<file path="config.mk">
export PLATFORM = sky130hd
export DESIGN_NAME = write_frame_func
export DESIGN_NICKNAME = d
export VERILOG_FILES = /design/src/rtl/write_frame_func.sv
export SDC_FILE = /design/constraint.sdc
export NUM_CORES = 1
export LEC_CHECK = 0
export BUFFER_PORTS_ARGS = -buffer_cell sky130_fd_sc_hd__buf_2
export CORE_ASPECT_RATIO = 0.75
export CORE_MARGIN = 2
export CORE_UTILIZATION = 40
export CTS_CLUSTER_DIAMETER = 200
export DETAILED_ROUTE_END_ITERATION = 6
export PLACE_DENSITY_LB_ADDON = 0.25
export REMOVE_ABC_BUFFERS = 1
export SETUP_SLACK_MARGIN = 0.4
export SLEW_MARGIN = 20
export SYNTH_ARGS = -nofsm -noshare
export SYNTH_HDL_FRONTEND = slang
export SYNTH_SLANG_ARGS = --single-unit
</file>
<file path="constraint.sdc">
create_clock -name clk -period 8.85 [get_ports clk]
set_input_delay 0.4425 -clock clk [delete_from_list [all_inputs] [get_ports clk]]
set_output_delay 0.4425 -clock clk [all_outputs]
set_load 0.01 [all_outputs]
</file>
<file path="src/rtl/write_frame_func.sv">
// Ethernet frame writer: latches a header and payload descriptor on start, hands the header
// over with valid/ready, then streams the payload from a synchronous-read memory with tlast.
module write_frame_func #(
  parameter int DATA_WIDTH = 8,
  parameter int ADDR_WIDTH = 16,
  parameter int LEN_WIDTH  = 16,
  parameter int CNT_WIDTH  = 16
) (
  input  logic                  clk,
  input  logic                  rst,
  input  logic                  start,
  output logic                  start_ready,
  input  logic [47:0]           dest_mac,
  input  logic [47:0]           src_mac,
  input  logic [15:0]           eth_type,
  input  logic [ADDR_WIDTH-1:0] payload_base,
  input  logic [LEN_WIDTH-1:0]  payload_len,
  output logic [ADDR_WIDTH-1:0] mem_raddr,
  input  logic [DATA_WIDTH-1:0] mem_rdata,
  output logic                  s_eth_hdr_valid,
  input  logic                  s_eth_hdr_ready,
  output logic [47:0]           s_eth_dest_mac,
  output logic [47:0]           s_eth_src_mac,
  output logic [15:0]           s_eth_type,
  output logic [DATA_WIDTH-1:0] s_eth_payload_axis_tdata,
  output logic                  s_eth_payload_axis_tvalid,
  input  logic                  s_eth_payload_axis_tready,
  output logic                  s_eth_payload_axis_tlast,
  output logic                  s_eth_payload_axis_tuser,
  output logic                  m_axis_tready,
  input  logic                  busy,
  output logic                  valid,
  output logic [CNT_WIDTH-1:0]  frame_count
);

  typedef enum logic [2:0] {
    IDLE  = 3'd0,
    HDR   = 3'd1,
    FETCH = 3'd2,
    SEND  = 3'd3,
    DONE  = 3'd4
  } state_t;

  state_t                  state_r;
  state_t                  state_next_s;
  logic [47:0]             dest_r;
  logic [47:0]             src_r;
  logic [15:0]             type_r;
  logic [ADDR_WIDTH-1:0]   base_r;
  logic [LEN_WIDTH-1:0]    len_r;
  logic [LEN_WIDTH-1:0]    idx_r;
  logic [CNT_WIDTH-1:0]    frame_count_r;
  logic                    start_acc_s;
  logic                    beat_hs_s;
  logic                    last_beat_s;
  logic                    unused_busy_s;

  assign unused_busy_s = busy;

  assign start_acc_s  = (state_r == IDLE) && start;
  assign last_beat_s  = (state_r == SEND) && (idx_r == (len_r - LEN_WIDTH'(1'b1)));
  assign beat_hs_s    = (state_r == SEND) && s_eth_payload_axis_tready;

  assign start_ready               = (state_r == IDLE);
  assign s_eth_hdr_valid           = (state_r == HDR);
  assign s_eth_payload_axis_tvalid = (state_r == SEND);
  assign s_eth_payload_axis_tlast  = last_beat_s;
  assign s_eth_payload_axis_tdata  = (state_r == SEND) ? mem_rdata : {DATA_WIDTH{1'b0}};
  assign s_eth_payload_axis_tuser  = 1'b0;
  assign m_axis_tready             = 1'b0;
  assign valid                     = (state_r == DONE);
  assign s_eth_dest_mac            = dest_r;
  assign s_eth_src_mac             = src_r;
  assign s_eth_type                = type_r;
  assign frame_count               = frame_count_r;

  // Frame sequencing: header handshake, one fetch cycle, payload beats, completion pulse
  always_comb begin
    state_next_s = state_r;
    case (state_r)
      IDLE: begin
        if (start) state_next_s = HDR;
        else       state_next_s = IDLE;
      end
      HDR: begin
        if (s_eth_hdr_ready) begin
          if (len_r != {LEN_WIDTH{1'b0}}) state_next_s = FETCH;
          else                            state_next_s = DONE;
        end else begin
          state_next_s = HDR;
        end
      end
      FETCH: state_next_s = SEND;
      SEND: begin
        if (beat_hs_s && last_beat_s) state_next_s = DONE;
        else                          state_next_s = SEND;
      end
      DONE:    state_next_s = IDLE;
      default: state_next_s = IDLE;
    endcase
  end

  // Read address runs one beat ahead on a handshake so next cycle's rdata is the next beat
  always_comb begin
    mem_raddr = base_r;
    if (state_r == SEND) begin
      mem_raddr = base_r + ADDR_WIDTH'(idx_r) + ADDR_WIDTH'(beat_hs_s);
    end else if (state_r == FETCH) begin
      mem_raddr = base_r + ADDR_WIDTH'(idx_r);
    end else begin
      mem_raddr = base_r;
    end
  end

  // State, descriptor latch, beat index and completed-frame counter
  always_ff @(posedge clk or posedge rst) begin
    if (rst) begin
      state_r       <= IDLE;
      dest_r        <= 48'h0;
      src_r         <= 48'h0;
      type_r        <= 16'h0;
      base_r        <= {ADDR_WIDTH{1'b0}};
      len_r         <= {LEN_WIDTH{1'b0}};
      idx_r         <= {LEN_WIDTH{1'b0}};
      frame_count_r <= {CNT_WIDTH{1'b0}};
    end else begin
      state_r <= state_next_s;
      if (start_acc_s) begin
        dest_r <= dest_mac;
        src_r  <= src_mac;
        type_r <= eth_type;
        base_r <= payload_base;
        len_r  <= payload_len;
        idx_r  <= {LEN_WIDTH{1'b0}};
      end else if (beat_hs_s) begin
        idx_r  <= idx_r + LEN_WIDTH'(1'b1);
      end
      if (state_r == DONE) begin
        frame_count_r <= frame_count_r + CNT_WIDTH'(1'b1);
      end
    end
  end

endmodule

</file>
==> flow_summary.html, run 1 <==
<table>
<tr><th>Metric</th><th>Value</th></tr>
<tr><th colspan="2">Global routing</th></tr>
<tr><td>Sum of overflow across all layers after global routing</td><td>0</td></tr>
<tr><td>First-pass GRT wire length</td><td>~35 mm</td></tr>
<tr><td>Maximum number of pins on one net before global-route repair</td><td>around 100</td></tr>
<tr><td>Number of global-route vias before repair</td><td>between 6,000 and 7,000</td></tr>
<tr><td>Number of antenna violations at the first check in global routing</td><td>6</td></tr>
<tr><td>Global routing usage summed across all routing layers</td><td>between 10% and 20%</td></tr>
<tr><th colspan="2">Yosys</th></tr>
<tr><td>Fraction of the yosys area taken by sequential cells</td><td>about half</td></tr>
<tr><td>Number of enable flip-flop cells after synthesis</td><td>0</td></tr>
<tr><td>Most used DFF post-synth</td><td>dfrtp_1</td></tr>
<tr><td>Post-Synthesis Cell Area</td><td>slightly below 9000 sq um</td></tr>
<tr><td>Synth warn</td><td>0</td></tr>
<tr><td>Cells after synthesis</td><td>733</td></tr>
<tr><td>Netlist cell types</td><td>between 50 and 60</td></tr>
<tr><td>Average size of a mapped cell</td><td>11.9 sq um</td></tr>
<tr><td>Share of flip-flops with an asynchronous set or reset</td><td>between 90% and 100%</td></tr>
<tr><td>Number of storage elements in the synthesis netlist</td><td>between 150 and 200</td></tr>
<tr><th colspan="2">STA</th></tr>
<tr><td>Part of the cycle the worst path needs</td><td>a little over half</td></tr>
<tr><td>RSZ-0062 raised after global routing</td><td>false</td></tr>
<tr><td>Final-report max-slew violation count</td><td>0</td></tr>
<tr><td>Setup_tns</td><td>0 ns</td></tr>
<tr><td>Setup violators final</td><td>0</td></tr>
<tr><td>FMAX</td><td>0.217 GHz</td></tr>
<tr><td>Endpoints failing hold</td><td>0</td></tr>
<tr><td>Final Critical Period</td><td>4.61 ns</td></tr>
<tr><td>Headroom to the max-slew limit</td><td>between 30% and 40%</td></tr>
<tr><td>Slew @ Worst Pin</td><td>between 1 and 1.5 ns</td></tr>
<tr><td>Clock tree skew after final layout</td><td>roughly 0.023 ns</td></tr>
<tr><th colspan="2">Power and ir drop</th></tr>
<tr><td>Power density normalized to cell area</td><td>approximately 340 nW/um^2</td></tr>
<tr><td>Peak supply drop</td><td>roughly 150 uV</td></tr>
<tr><td>Static Leak</td><td>between 0.005 and 0.006 uW</td></tr>
<tr><th colspan="2">Floorplanning</th></tr>
<tr><td>Initial standard-cell utilization of the core</td><td>41.0%</td></tr>
<tr><td>Total die area</td><td>between 20,000 and 25,000 sq um</td></tr>
<tr><td>Die boundary height</td><td>~130 um</td></tr>
<tr><td>Standard cell core area</td><td>between 20,000 and 25,000 sq um</td></tr>
<tr><td>Die X-Extent</td><td>between 150 and 200 um</td></tr>
<tr><td>Count of pins on the block boundary</td><td>approximately 320</td></tr>
<tr><td>Number of core rows</td><td>46</td></tr>
<tr><th colspan="2">Clock tree</th></tr>
<tr><td>Number of buffers inserted by post-CTS setup repair</td><td>0</td></tr>
<tr><td>TritonCTS clock tree</td><td>built</td></tr>
<tr><td>Resized Gates After CTS</td><td>0</td></tr>
<tr><td>CTS max path bufs</td><td>2</td></tr>
<tr><td>Clock transition time at the flip-flop clock pins of the worst setup and hold paths</td><td>approximately 0.090 ns</td></tr>
<tr><td>CTS buffer count</td><td>17</td></tr>
<tr><td>Clk Tree Root Cell</td><td>clkbuf_16</td></tr>
<tr><td>Later-pin clock latency in the skew report</td><td>approximately 0.44 ns</td></tr>
<tr><td>Sinks on Clock Net</td><td>approximately 180</td></tr>
<tr><td>Hold buffer count at cts</td><td>0</td></tr>
<tr><td>CTS H-tree lvls</td><td>4</td></tr>
<tr><th colspan="2">Place</th></tr>
<tr><td>Global placement routability congestion</td><td>0.803</td></tr>
<tr><td>Number of I/O port buffers</td><td>313</td></tr>
<tr><td>Sum of net half-perimeters after detailed placement</td><td>~16 mm</td></tr>
<tr><th colspan="2">Worst setup path</th></tr>
<tr><td>Top cell family by delay on the critical path</td><td>simple AND/OR/NAND/NOR gates</td></tr>
<tr><td>Max stage delay on crit path</td><td>approximately 0.54 ns</td></tr>
<tr><td>Critical path fanouts, max</td><td>6</td></tr>
<tr><td>Slowest stage cell, crit path</td><td>or4_1</td></tr>
<tr><td>Worst Setup Path Type</td><td>reg2out</td></tr>
<tr><td>Endpoint required time on the critical path</td><td>8.41 ns</td></tr>
<tr><td>Setup crit end kind</td><td>primary output</td></tr>
<tr><td>Cell breakdown of the critical path</td><td>ha_1, fa_1, a21o_1, a221oi_1, a21oi_1, xnor2_1, nor3_1, nand4_1, or4_1, nand2_1, xor2_1, buf_2</td></tr>
<tr><td>CP Launch Type</td><td>register</td></tr>
<tr><td>Worst path buffer plus inverter count</td><td>1</td></tr>
<tr><td>Worst endpoint data arrival time</td><td>4.17 ns</td></tr>
<tr><th colspan="2">Detailed routing</th></tr>
<tr><td>Number of remaining DRC errors</td><td>0</td></tr>
<tr><td>Length of the first detailed-routing pass in iterations</td><td>4</td></tr>
<tr><td>WL/cell</td><td>about 16 um</td></tr>
<tr><td>Final wirelength</td><td>between 20 and 25 mm</td></tr>
<tr><td>DRC violation total after the first TritonRoute iteration</td><td>436</td></tr>
<tr><td>Antenna Nets Post-Route</td><td>0</td></tr>
<tr><td>Via total after detailed routing</td><td>between 6,000 and 7,000</td></tr>
<tr><td>Via density per instance</td><td>about 5</td></tr>
<tr><th colspan="2">Cells and area</th></tr>
<tr><td>Most frequent cells in the layout</td><td>313 x buf_2, 179 x dfrtp_1, 142 x mux2_2</td></tr>
<tr><td>Area growth, synth to finish</td><td>28.3%</td></tr>
<tr><td>Most common cell after layout, fill and taps aside</td><td>buf_2</td></tr>
<tr><td>Fraction of final layout cells with drive strength greater than 1</td><td>between 40 and 50%</td></tr>
<tr><td>Net total in the final layout</td><td>roughly 1,200</td></tr>
<tr><td>Final core utilization</td><td>between 50% and 60%</td></tr>
<tr><th colspan="2">Status</th></tr>
<tr><td>Status</td><td>completed</td></tr>
<tr><th colspan="2">Worst hold path</th></tr>
<tr><td>Worst Hold Class</td><td>in2async</td></tr>
<tr><th colspan="2">Flow run</th></tr>
<tr><td>Max-cap violation count</td><td>0</td></tr>
</table>
## power by group
part | switching [uW] | total, uW | leakage, uW | internal, uW
Combinational | 835 | 1640 | 0.00284 | 804
Sequential | 250 | 1410 | 0.00220 | 1160
Clock | 393 | 792 | 0.000306 | 399
## logic make-up after synthesis
logic type                 after synthesis  share of synthesized area, %
buffers and inverters                   47                          2.26
AOI/OAI and AO/OA                       94                          6.91
muxes                                  145                          18.7
DFF                                    179                          51.4
other                                    1                        0.0431
and+or+nand+nor                        182                          11.0
xor gates and xnor gates                64                          6.52
adders and majority gates               21                          3.10
## final cells by class
| type | count | area (sq um) |
|---|---|---|
| fill | 1936 | 10100 |
| tap | 288 | 360 |
| timing repair buffer | 318 | 1610 |
| antenna | 1 | 2.50 |
| sequential | 179 | 4480 |
| multi-input combinational | 508 | 4040 |
| clock inverter | 14 | 195 |
| inverter | 11 | 46.3 |
| clock buffer | 18 | 439 |
## metrics by stage
step           hold WS, ns  power [uW]  cells  worst slack (ns)  instance area [sq um]
2_1_floorplan        0.491        2450    698              2.88                   8560
3_3_place_gp         0.455        3040   1304              4.71                  10500
3_5_place_dp         0.485        3080   1304              4.74                  10500
4_1_cts              0.200        3900   1336              4.22                  11200
5_1_grt              0.205        4130   1337              3.90                  11200
6_report             0.184        3850   1337              4.24                  11200
## synth_stat cells, drive strengths merged (3+ instances only)
| cell | number | area [sq um] |
|---|---|---|
| nor3 | 11 | 55.1 |
| or3 | 9 | 56.3 |
| o21ai | 29 | 145 |
| a211o | 3 | 27.5 |
| nor3b | 4 | 30.0 |
| xnor2 | 41 | 367 |
| or4 | 5 | 48.8 |
| clkbuf | 31 | 116 |
| nor2 | 30 | 113 |
| a21o | 5 | 37.5 |
| inv | 11 | 41.3 |
| and2 | 5 | 31.3 |
| and3 | 15 | 93.8 |
| nand2b | 5 | 31.3 |
| nor4 | 5 | 37.5 |
| mux2i | 3 | 30.0 |
| and4 | 4 | 35.0 |
| nand3b | 4 | 30.0 |
| o211ai | 4 | 30.0 |
| buf | 5 | 38.8 |
| dfrtp | 179 | 4480 |
| xor2 | 23 | 201 |
| nor2b | 5 | 31.3 |
| nand4 | 15 | 93.8 |
| nand2 | 48 | 180 |
| ha | 20 | 250 |
| a31oi | 8 | 50.1 |
| nand3 | 14 | 70.1 |
| o2111ai | 3 | 26.3 |
| a21oi | 21 | 105 |
| mux2 | 142 | 1600 |
## flip-flops by register name (all words and copies together) (netlist names)
register,flops
idx_r,16
s_eth_src_mac,48
state_r,3
base_r,16
s_eth_type,16
frame_count,16
len_r,16
s_eth_dest_mac,48
## worst register-to-register path, stage by stage (launching register included)
cell and delay [ns]:
dfrtp_1 0.48, or4_4 0.58, or4_4 0.54, or4_4 0.44
xnor2_2 0.14, o2111ai_1 0.13, nor4_2 0.35, nand2_1 0.14
nand2_1 0.11, o21ai_1 0.06
## routing by layer
layer / vias up / global-route usage, % / share of wire [%]
met1: 3268 / 24.9 / 43
met4: 10 / 4.67 / 1.3
met2: 202 / 30.6 / 47
li1: 3240 / - / -
met3: 28 / 7.24 / 8.6
met5: - / 0 / 0.22
## final timing paths
kind	end	cells past startpoint	slack, ns	start
setup / recovery	mem_raddr[15]	12	4.24	idx_r[0]
hold / removal	s_eth_dest_mac[39]	2	0.18	rst
setup reg to reg	state_r[1]	9	5.76	len_r[3]
hold reg to reg	frame_count[13]	1	0.49	frame_count[13]
max in group asynchronous	s_eth_type[3]	3	7.35	rst
min in group clk	s_eth_src_mac[16]	2	0.22	src_mac[16]
Power figures use the tool's default switching activity.
==> run 2: changes to the inputs <==
- ABC_AREA: default -> 1
- clock period: 8.85 -> 4.39 ns (I/O delays scaled with it)
==> run 2 against run 1 <==
Core utilization is 4.1 points higher. Critical path depth is 4 higher. Non-clock buffer count is 139 higher. Critical endpoint is now mem_raddr[8].
==> flow_summary.html, run 2 <==
<table>
<tr><th>Metric</th><th>Value</th></tr>
<tr><th colspan="2">Status</th></tr>
<tr><td>Status</td><td>completed</td></tr>
<tr><th colspan="2">STA</th></tr>
<tr><td>Final-report max-slew violation count</td><td>0 (unchanged)</td></tr>
<tr><td>Slew @ Worst Pin</td><td>0.794 ns (-0.247 ns)</td></tr>
<tr><td>RSZ-0062 raised after global routing</td><td>false</td></tr>
<tr><td>Endpoints failing hold</td><td>0 (unchanged)</td></tr>
<tr><td>Headroom to the max-slew limit</td><td>47.0% (+16 points)</td></tr>
<tr><td>Final Critical Period</td><td>approximately 3.6 ns</td></tr>
<tr><td>FMAX</td><td>between 0.2 and 0.3 GHz</td></tr>
<tr><td>Setup violators final</td><td>0 (unchanged)</td></tr>
<tr><td>Part of the cycle the worst path needs</td><td>82.8%</td></tr>
<tr><td>Clock tree skew after final layout</td><td>0.00789 ns (-0.0152 ns)</td></tr>
<tr><th colspan="2">Floorplanning</th></tr>
<tr><td>Initial standard-cell utilization of the core</td><td>40.5% (-0.46 points)</td></tr>
<tr><td>Die boundary height</td><td>139 um (+5.3%)</td></tr>
<tr><td>Count of pins on the block boundary</td><td>317 (unchanged)</td></tr>
<tr><td>Number of core rows</td><td>49 (+6.5%)</td></tr>
<tr><td>Standard cell core area</td><td>23,900 sq um (+13%)</td></tr>
<tr><td>Total die area</td><td>25,500 sq um (+11%)</td></tr>
<tr><td>Die X-Extent</td><td>184 um (+5.4%)</td></tr>
<tr><th colspan="2">Clock tree</th></tr>
<tr><td>Clk Tree Root Cell</td><td>clkbuf_16</td></tr>
<tr><td>CTS buffer count</td><td>17 (unchanged)</td></tr>
<tr><td>Number of buffers inserted by post-CTS setup repair</td><td>0 (unchanged)</td></tr>
<tr><td>Clock transition time at the flip-flop clock pins of the worst setup and hold paths</td><td>0.07 ns (-0.02 ns)</td></tr>
<tr><td>Sinks on Clock Net</td><td>179 (unchanged)</td></tr>
<tr><td>CTS H-tree lvls</td><td>4 (unchanged)</td></tr>
<tr><td>TritonCTS clock tree</td><td>built</td></tr>
<tr><td>CTS max path bufs</td><td>2 (unchanged)</td></tr>
<tr><td>Later-pin clock latency in the skew report</td><td>0.43 ns (about the same)</td></tr>
<tr><th colspan="2">Place</th></tr>
<tr><td>Global placement routability congestion</td><td>0.880 (+9.6%)</td></tr>
<tr><td>Sum of net half-perimeters after detailed placement</td><td>20.1 mm (+24%)</td></tr>
<tr><td>Number of I/O port buffers</td><td>313 (unchanged)</td></tr>
<tr><th colspan="2">Worst setup path</th></tr>
<tr><td>Setup crit end kind</td><td>primary output</td></tr>
<tr><td>Worst endpoint data arrival time</td><td>3.41 ns (-0.76 ns)</td></tr>
<tr><td>Worst Setup Path Type</td><td>reg2out</td></tr>
<tr><td>Endpoint required time on the critical path</td><td>4.17 ns (-4.24 ns)</td></tr>
<tr><td>Critical path fanouts, max</td><td>7 (+1)</td></tr>
<tr><td>CP Launch Type</td><td>register</td></tr>
<tr><th colspan="2">Flow run</th></tr>
<tr><td>Max-cap violation count</td><td>0 (unchanged)</td></tr>
<tr><th colspan="2">Yosys</th></tr>
<tr><td>Most used DFF post-synth</td><td>dfrtp_1</td></tr>
<tr><td>Fraction of the yosys area taken by sequential cells</td><td>46.2% (-5.2 points)</td></tr>
<tr><td>Cells after synthesis</td><td>1,302 (+78%)</td></tr>
<tr><td>Average size of a mapped cell</td><td>7.44 sq um (-37%)</td></tr>
<tr><td>Netlist cell types</td><td>45 (-24%)</td></tr>
<tr><td>Synth warn</td><td>0 (unchanged)</td></tr>
<tr><td>Share of Yosys cell area claimed by the top area cell type</td><td>46.2% (-5.2 points)</td></tr>
<tr><td>Largest area contributor in the netlist</td><td>dfrtp_1</td></tr>
<tr><td>Cell types occupying the most area after synthesis</td><td>dfrtp_1 46%, nand2_1 23%, inv_1 5.1%</td></tr>
<tr><td>Post-Synthesis Cell Area</td><td>9690 sq um (+11%)</td></tr>
<tr><td>Leading post-synthesis cells by instance count</td><td>591 x nand2_1, 179 x dfrtp_1, 132 x inv_1</td></tr>
<tr><td>Count leader, synth</td><td>nand2_1</td></tr>
<tr><td>Share of flip-flops with an asynchronous set or reset</td><td>100% (unchanged)</td></tr>
<tr><td>Number of storage elements in the synthesis netlist</td><td>179 (unchanged)</td></tr>
<tr><td>Number of enable flip-flop cells after synthesis</td><td>0 (unchanged)</td></tr>
<tr><th colspan="2">Detailed routing</th></tr>
<tr><td>Via total after detailed routing</td><td>9,767 (+45%)</td></tr>
<tr><td>Antenna Nets Post-Route</td><td>0 (unchanged)</td></tr>
<tr><td>Final wirelength</td><td>29.6 mm (+35%)</td></tr>
<tr><td>Length of the first detailed-routing pass in iterations</td><td>5 (+1)</td></tr>
<tr><td>Via density per instance</td><td>4.75 (-6.0%)</td></tr>
<tr><td>Number of remaining DRC errors</td><td>0 (unchanged)</td></tr>
<tr><td>WL/cell</td><td>14.4 um (-12%)</td></tr>
<tr><td>DRC violation total after the first TritonRoute iteration</td><td>662 (+52%)</td></tr>
<tr><th colspan="2">Global routing</th></tr>
<tr><td>Sum of overflow across all layers after global routing</td><td>0 (unchanged)</td></tr>
<tr><td>Global routing usage summed across all routing layers</td><td>23.6% (+4.3 points)</td></tr>
<tr><td>First-pass GRT wire length</td><td>48.1 mm (+37%)</td></tr>
<tr><td>Number of global-route vias before repair</td><td>9,583 (+44%)</td></tr>
<tr><td>Number of antenna violations at the first check in global routing</td><td>2 (-4)</td></tr>
<tr><td>Maximum number of pins on one net before global-route repair</td><td>109 (+6.9%)</td></tr>
<tr><th colspan="2">Worst hold path</th></tr>
<tr><td>Worst Hold Class</td><td>in2reg</td></tr>
<tr><th colspan="2">Cells and area</th></tr>
<tr><td>Multi-input gate area</td><td>4520 sq um (+12%)</td></tr>
<tr><td>Fraction of final layout cells with drive strength greater than 1</td><td>23.2% (-25 points)</td></tr>
<tr><td>Seq. cell area</td><td>4480 sq um (unchanged)</td></tr>
<tr><td>Final core utilization</td><td>56.7% (+4.1 points)</td></tr>
<tr><td>Most frequent cells in the layout</td><td>591 x nand2_1, 313 x buf_2, 179 x dfrtp_1</td></tr>
<tr><td>Most common cell after layout, fill and taps aside</td><td>nand2_1</td></tr>
<tr><td>Area growth, synth to finish</td><td>39.9%</td></tr>
<tr><td>Count of filler cells inserted in the layout</td><td>2,192 (+13%)</td></tr>
<tr><td>Net total in the final layout</td><td>1,918 (+58%)</td></tr>
<tr><th colspan="2">Power and ir drop</th></tr>
<tr><td>Cell internal pwr</td><td>4970 uW (+110%)</td></tr>
<tr><td>Power density normalized to cell area</td><td>651 nW/um^2 (+89%)</td></tr>
<tr><td>Peak supply drop</td><td>323 uV (+110%)</td></tr>
<tr><td>Static Leak</td><td>0.00756 uW (+41%)</td></tr>
<tr><td>Seq pwr share</td><td>32.6% (-4.2 points)</td></tr>
<tr><td>Share of total power in combinational logic</td><td>48.5% (+5.9 points)</td></tr>
<tr><td>Switch share</td><td>43.6% (+5.2 points)</td></tr>
<tr><td>Switching Power</td><td>3850 uW (+160%)</td></tr>
<tr><td>Total power</td><td>8820 uW (+130%)</td></tr>
<tr><td>Part of the total power dissipated in the clock network</td><td>18.9% (-1.7 points)</td></tr>
</table>
## run 2: cell count changes after synthesis, moves of 16 or more
| cell | change |
|---|---|
| nand2_1 | +543 |
| mux2_2 | -142 |
| inv_1 | +121 |
| nand3_1 | +48 |
| nor2_1 | +35 |
| xnor2_1 | -28 |
| o21ai_0 | +16 |
## run 2: cell type report
type,instances,area share [%]
Multi-Input combinational cell,948,33.3
Inverter,136,3.86
Clock inverter,14,1.50
Timing Repair Buffer,457,22.3
Clock buffer,17,3.14
Antenna cell,1,0.0185
Sequential cell,179,33.0
Tap cell,306,2.82
## run 2: final timing paths
check,start,to,slack (ns),cells past startpoint
max in group asynchronous,rst,base_r[6],3.30,4
min in group asynchronous,rst,s_eth_dest_mac[43],0.33,3
setup reg to reg,state_r[0],s_eth_dest_mac[14],1.62,6
hold reg to reg,s_eth_dest_mac[41],s_eth_dest_mac[41],0.47,2
hold / removal,payload_base[0],base_r[0],0.02,3
setup / recovery,state_r[0],mem_raddr[8],0.76,16
## run 2: worst max-delay path, stage by stage, from the launching register on
cell and delay [ns]:
dfrtp_1 0.64, clkinv_4 0.16, nor2_8 0.17, nand2_4 0.10, inv_1 0.21, ha_1 0.23, ha_1 0.17, inv_1 0.04
nor2_1 0.10, nand3_1 0.13, inv_1 0.17, nand3_1 0.16, inv_1 0.15, nand4_1 0.11, xor2_1 0.17, a21oi_1 0.12
buf_2 0.15
## run 2: timing repair
item	CTS	global route
hold buffers	135	1
hold endpoints to repair	135	35
resized for setup	0	0
## run 2: kinds of logic (layout without fill, tap and decap cells)
logic type	after synthesis	count (layout)	share of synthesized area, %
AND/OR/NAND/NOR	804	804	35.3
flip-flops	179	179	46.2
buffers and inverters	176	624	7.23
AO/OA/AOI/OAI	84	84	4.78
XOR/XNOR	37	37	3.68
adder cells (fa/ha/maj)	21	21	2.79
other	1	3	0.0387
## run 2: power by group through the flow
stage	registers [uW]	clock network [uW]	logic [uW]
global placement	2860	0	4060
finish	2880	1670	4280
floorplan	3040	0	2490
CTS	2860	1720	4240
detailed placement	2860	0	4130
global route	2970	1780	4810
## run 2: metal layers
metal | up-vias | global-route usage (%) | share of wire (%) | wire [um]
met5 | - | 0 | 0.054 | 16
met4 | 2 | 7.87 | 2.2 | 662
met3 | 49 | 6.25 | 7.5 | 2230
met2 | 315 | 37.2 | 45 | 13300
met1 | 4501 | 31.5 | 45 | 13400
li1 | 4900 | - | - | -
## run 2: metrics by stage
step                setup TNS (ns)  area [sq um]  worst slack [ns]  std cells  hold slack, ns
floorplan                  -177.31          9510            -0.688       1263           0.329
global placement                 0         11500              1.30       1889           0.411
detailed placement               0         11500              1.27       1889           0.416
CTS                              0         13500             0.773       2055        0.000546
global route                     0         13600             0.498       2058          0.0191
finish                           0         13600             0.756       2058          0.0207
